`config.mk`:
```
export PLATFORM = sky130hd
export DESIGN_NAME = dot_sequencer
export DESIGN_NICKNAME = d
export VERILOG_FILES = /design/src/rtl/dot_sequencer.sv
export SDC_FILE = /design/constraint.sdc
export NUM_CORES = 1
export LEC_CHECK = 0
export ABC_AREA = 1
export ABC_CLOCK_PERIOD_IN_PS = 1700
export CAP_MARGIN = 20
export CORE_UTILIZATION = 39
export DETAILED_ROUTE_END_ITERATION = 8
export HOLD_SLACK_MARGIN = 0.03
export PLACE_DENSITY = 0.81
export SYNTH_ARGS = -nofsm -noshare
export SYNTH_HDL_FRONTEND = slang
export SYNTH_SLANG_ARGS = --single-unit
```
`constraint.sdc`:
```
create_clock -name clk_in -period 1.7 [get_ports clk_in]
set_input_delay 0.255 -clock clk_in [delete_from_list [all_inputs] [get_ports clk_in]]
set_output_delay 0.255 -clock clk_in [all_outputs]
set_load 0.03 [all_outputs]
```
`src/rtl/dot_sequencer.sv`:
```
// Streams a/b pairs into an external fused multiply-add unit and collects the accumulated dot product.
// The fma owns all arithmetic; this block only sequences its control pins and captures the result.
module dot_sequencer #(
  parameter int WIDTH       = 16,
  parameter int FIXED_POINT = 10,
  parameter int LEN_BITS    = 8
) (
  input  logic                 clk_in,
  input  logic                 rst_in,
  input  logic                 start_in,
  input  logic [LEN_BITS-1:0]  len_in,
  input  logic [WIDTH-1:0]     bias_in,
  input  logic                 elem_valid_in,
  input  logic [WIDTH-1:0]     a_in,
  input  logic [WIDTH-1:0]     b_in,
  output logic                 elem_ready_out,
  output logic [3*WIDTH-1:0]   fma_abc_out,
  output logic                 fma_valid_out,
  output logic                 fma_c_valid_out,
  output logic                 fma_output_can_be_valid_out,
  input  logic [WIDTH-1:0]     fma_out_in,
  input  logic                 fma_valid_in,
  output logic [WIDTH-1:0]     result_out,
  output logic                 result_valid_out,
  input  logic                 result_ready_in,
  output logic                 busy_out
);

  if (FIXED_POINT >= WIDTH) begin : g_fp_check
    $error("FIXED_POINT must be smaller than WIDTH");
  end

  typedef enum logic [1:0] {S_IDLE, S_RUN, S_WAIT, S_DONE} state_t;

  state_t               r_state, w_next;
  logic [LEN_BITS-1:0]  r_remaining;
  logic [WIDTH-1:0]     r_bias;
  logic [WIDTH-1:0]     r_result;
  logic                 r_first;
  logic                 w_xfer;
  logic                 w_last;

  assign elem_ready_out   = (r_state == S_RUN);
  assign w_xfer           = elem_ready_out & elem_valid_in;
  assign w_last           = (r_remaining == LEN_BITS'(1));
  assign busy_out         = (r_state != S_IDLE);
  assign result_valid_out = (r_state == S_DONE);
  assign result_out       = r_result;

  // Idle keeps every combinational output quiet, including the operand bus.
  assign fma_abc_out                 = busy_out ? {a_in, b_in, r_bias} : '0;
  assign fma_valid_out               = w_xfer;
  assign fma_c_valid_out             = w_xfer & r_first;
  assign fma_output_can_be_valid_out = w_xfer & w_last;

  always_comb begin
    w_next = r_state;
    case (r_state)
      S_IDLE: if (start_in) w_next = (len_in != '0) ? S_RUN : S_DONE;
      S_RUN:  if (w_xfer && w_last) w_next = S_WAIT;
      S_WAIT: if (fma_valid_in) w_next = S_DONE;
      S_DONE: if (result_ready_in) w_next = S_IDLE;
      default: w_next = S_IDLE;
    endcase
  end

  always_ff @(posedge clk_in) begin
    if (rst_in) begin
      r_state     <= S_IDLE;
      r_remaining <= '0;
      r_bias      <= '0;
      r_first     <= 1'b0;
      r_result    <= '0;
    end else begin
      r_state <= w_next;
      case (r_state)
        S_IDLE: if (start_in) begin
          // A zero-length job is just the bias; the fma is never touched.
          if (len_in != '0) begin
            r_remaining <= len_in;
            r_bias      <= bias_in;
            r_first     <= 1'b1;
          end else begin
            r_result <= bias_in;
          end
        end
        S_RUN: if (w_xfer) begin
          r_remaining <= r_remaining - LEN_BITS'(1);
          r_first     <= 1'b0;
        end
        S_WAIT: if (fma_valid_in) r_result <= fma_out_in;
        default: ;
      endcase
    end
  end

endmodule

```
## Word-level counts from Yosys, hierarchy flattened

Cells that the tools add are included.

- Register bits after elaboration: 43

- Reduce and logical (&&, ||, !) cells: 10
- Equal/unequal tests: 11
- Muxes and demuxes: 19
- Add/subtract/negate cells: 1
- Bitwise operators: 3

Operators with widths:

| cell | number |
|---|---|
| $mux 16 | 3 |
| $mux 48 | 1 |
| $pmux 16 s2 | 1 |
| $mux 8 | 3 |
| $pmux 8 s2 | 1 |
| $reduce_and 4->1 | 3 |
| $mux 2 | 5 |
| $eq 8x1->1 const B | 1 |
| $ne 2x2->1 const B | 4 |
| $pmux 2 s4 | 1 |
| $reduce_bool 8->1 | 1 |
| $sub 8x1->8 const B | 1 |
| $ne 2x1->1 const B | 3 |
| $reduce_bool 2->1 | 3 |
| $eq 2x2->1 const B | 2 |
| $and 1x1->1 | 3 |
| $mux 1 | 3 |
| $reduce_and 3->1 | 1 |
| $eq 2x1->1 const B | 1 |
| $logic_not 2->1 | 1 |
| $pmux 1 s2 | 1 |
| $logic_and 1x1->1 | 1 |

## Longest topological paths before layout

- Depth in word-level cells: 5
- Depth in mapped cells: 11
- Mapped depth without buffers: 10

## Worst setup path after synthesis

OpenSTA, ideal clock, no wires.

- Path type: register -> output
- Start: register r_state[1]
- End: output fma_output_can_be_valid_out
- Data arrival time: 1.790 ns
- Required time: 1.445 ns
- Path slack: -0.345 ns
- Stages on the path, launching flop included: 7
- Buffers on the path: 0
- Path through: dfxtp_1 inv_1 ha_1 nand2_2 inv_1 nand2_1 nor2_1

- Cells in the longest elaborated chain, start to end: 3

Ends and longest elaborated chain:

| item | RTL line | source |
|---|---|---|
| start, declared | 35 | `state_t r_state, w_next;` |
| start signal, assigned | 75 | `r_state <= w_next;` |
| $eq 2x1->1 | 43 | `assign elem_ready_out = (r_state == S_RUN);` |
| via elem_ready_out | 16 | `output logic elem_ready_out,` |
| $and 1x1->1 | 44 | `assign w_xfer = elem_ready_out & elem_valid_in;` |
| via fma_valid_out | 18 | `output logic fma_valid_out,` |
| $and 1x1->1 | 54 | `assign fma_output_can_be_valid_out = w_xfer & w_last;` |
| end, declared | 20 | `output logic fma_output_can_be_valid_out,` |

The timed path passes the listed nets, and every way through them passes these cells.

## Final worst setup path

- Start: register r_state[0]
- End: output fma_abc_out[24]

- Cells in the longest elaborated chain, start to end: 2

Ends and longest elaborated chain:

| item | RTL line | source |
|---|---|---|
| $reduce_bool 2->1 | 46 | `assign busy_out = (r_state != S_IDLE);` |
| $mux 48 | 51 | `assign fma_abc_out = busy_out ? {a_in, b_in, r_bias} : '0;` |
| end, declared | 17 | `output logic [3*WIDTH-1:0] fma_abc_out,` |

No other way between the ends.

==> key figures <==
Timing
  • Slew Limit Fails: 0
  • Fin crit share: 1.05
  • Final setup viols: 34
  • Setup WS post-layout: -0.0808 ns
  • RSZ-0062 raised after global routing: yes
  • Worst slew pin tran: 0.460 ns
  • Final hold vios: 0
  • Minimum period implied by the final worst setup slack: 1.78 ns
  • Worst Skew: 0.0103 ns
  • Fmax achieved: 0.562 GHz
  • Worst slew margin: 0.693

Power and ir drop
  • Combinational Power Share: 0.781
  • Max VDD drop: 0.000952 V
  • Leak pwr: 2.37 nW
  • Clk pwr share: 0.061
  • Net Sw Frac: 0.490
  • PD cells: 2060 nW/µm²
  • NetSw: 0.00513 W
  • Sequential group share of total power: 0.157
  • Int Pwr: 0.00535 W

Drt
  • Vias: 3465
  • ANT nets after route: 0
  • Avg WL per Cell: 15.1 µm
  • WL final: 10.4 mm
  • Drc violations: 15
  • Initial DRC Count: 197
  • Vias per cell: 5.02
  • Router iterations before antenna repair: 7

Final layout
  • Leading cell types in the layout, fill and taps excluded: nor2_1 (95), clkdlybuf4s50_1 (93), nand2_1 (86), inv_1 (67)
  • Most common cell after layout, fill and taps aside: nor2_1
  • Non-Filler Instances: 690
  • Final nets: 696
  • Total inserted antenna cells: 0
  • Layout fillers: 424
  • Area delta synth->final: 89.9%
  • Share of cells above drive strength 1: 0.258
  • Final core occ: 0.784

Worst hold path
  • Worst hold stages: 2
  • HP Class: flop to flop

Logic synthesis
  • Post-Syn Instances: 450
  • #FFs+latches synth: 43
  • Synth Warn #: 0
  • Register area share after synthesis: 0.321
  • Synth Net Count: 534
  • Netlist cell types: 23
  • Avg Synthesized Cell Area: 5.96 µm²
  • Post-Syn Area: 2680 µm²

Global routing
  • Initial antenna violation count: 0
  • Congestion Overflow GR: 0
  • Vias in the first global route: 3168
  • First-pass GRT wire length: 13.9 mm
  • Total Routing Usage GR: 0.240
  • Largest net degree at the start of global routing: 44

Floorplanning
  • Initial Util: 0.413
  • Horiz. Die Dim: 84.9 µm
  • Die Area: 7210 µm²
  • Io pins: 148
  • Core Footprint: 6490 µm²
  • Row count: 29
  • Die Ht: 84.9 µm

Worst setup path
  • Crit path capture type: primary output
  • Worst endpoint required time: 1.44 ns
  • Crit path max fanout: 18
  • Worst setup SP type: flop
  • R2R cell count: 10
  • Crit path DAT: 1.53 ns
  • WS Path Type: flop to primary output

Run status
  • Failing checks: design-rule violations, negative setup slack
  • Outcome: finished, violations left

CTS
  • Longest Clk Path Bufs: 2
  • Sinks on Clock Net: 43
  • Root Driver: clkbuf_8
  • TritonCTS clock tree: done
  • H-Tree Depth: 2
  • Worst skew pair latency: 0.30 ns
  • Clock buffer count from CTS: 5
  • Clock transition at path regs: 0.08 ns

Placed design
  • Placed insts: 667
  • Final HPWL DP: 6.34 mm
  • I/O Buffers: 147
  • Final Wtd Congestion: 0.814

Run
  • Max_cap viols: 0
[power by group through the flow]
stage | sequential, W | clock, W | combinational (W)
global placement | 0.00162 | 0 | 0.00587
CTS | 0.00162 | 0.000670 | 0.00683
detailed placement | 0.00163 | 0 | 0.00598
global route | 0.00169 | 0.000702 | 0.00868
floorplan | 0.00195 | 0 | 0.00349
finish | 0.00165 | 0.000643 | 0.00819
[sequential cells by signal (all words and copies together), names as in the netlist]
register and cells:
r_bias 16, r_first 1, r_remaining 8, r_state 2
result_out 16
[worst max-delay path, stage by stage (launching register included)]
cell       delay (ns)
dfxtp_4          0.37
inv_2            0.06
ha_4             0.18
bufbuf_16        0.30
nor2_1           0.15
buf_4            0.18
[cells by family after synthesis]
| group | after synthesis | share of synthesized area |
|---|---|---|
| AOI/OAI and AO/OA | 30 | 0.0639 |
| adders and majority gates | 6 | 0.0280 |
| buffers and inverters | 96 | 0.146 |
| DFF | 43 | 0.321 |
| muxes | 16 | 0.0597 |
| and+or+nand+nor | 259 | 0.381 |
[per-stage QoR]
step	setup TNS, ns	total power, W	cell area (µm²)	hold WS, ns	worst slack [ns]
finish	-0.638	0.0105	5090	0.494	-0.0808
global route	-3.41	0.0111	5090	0.512	-0.129
CTS	-0.356	0.00912	4650	0.495	-0.0260
detailed placement	-0.297	0.00761	4230	0.476	-0.0411
global placement	-0.0290	0.00749	4230	0.463	-0.0288
floorplan	-2.01	0.00544	2690	0.390	-0.0966
[timing repair]
| action | 4_1_cts | 5_1_grt |
|---|---|---|
| setup buffers | 6 | 3 |
| gates cloned | 1 | 5 |
| hold buffers | 0 | 0 |
| resized for setup | 77 | 75 |
| pin swaps | 4 | 32 |
| setup endpoints to repair | 70 | 71 |
[cell type report]
type | instances | area [µm²] | area share
clock buffers | 6 | 72.6 | 0.0143
clock inverters | 2 | 12.5 | 0.00246
well taps | 77 | 96.3 | 0.0189
repair buffers | 178 | 1990 | 0.390
multi-input cells | 311 | 1780 | 0.349
inverters | 73 | 279 | 0.0548
flip-flops and latches | 43 | 866 | 0.170
[synth_stat cells]
master    instances  area share
nand2_2           5       0.012
a21oi_4           1      0.0061
nand3_1          26       0.049
nand4_1           1      0.0023
inv_1            70       0.098
clkbuf_1          2      0.0028
a21oi_1          18       0.034
nor2_1          138        0.19
mux2i_1          16       0.060
o21bai_1          1      0.0028
buf_1             5      0.0070
dfxtp_1          43        0.32
buf_2            13       0.024
inv_2             2      0.0028
o21ai_1           4      0.0075
ha_1              6       0.028
o22ai_2           1      0.0047
nor2_2            1      0.0023
o21ai_0           5      0.0093
nand2_1          88        0.12
buf_6             1      0.0042
clkinv_1          1      0.0014
buf_4             2      0.0056
[path summary, 6_finish.rpt]
path,startpoint,endpoint,slack (ns)
worst max-delay path,r_state[0]$_SDFFE_PP0P_,fma_abc_out[24],-0.08
worst min-delay path,result_out[15]$_SDFFE_PP0P_,result_out[15]$_SDFFE_PP0P_,0.49
worst max register to register,r_state[0]$_SDFFE_PP0P_,result_out[8]$_SDFFE_PP0P_,-0.04
worst min register to register,result_out[15]$_SDFFE_PP0P_,result_out[15]$_SDFFE_PP0P_,0.49
[layer usage]
metal / vias up / wire length [µm] / global-route usage
met2: 173 / 5350 / 0.453
met1: 1574 / 3840 / 0.250
met4: 0 / 491 / 0.129
met5: - / 0 / 0
li1: 1677 / - / -
met3: 41 / 731 / 0.0467
Note: power is estimated with default switching activity, not from simulation.
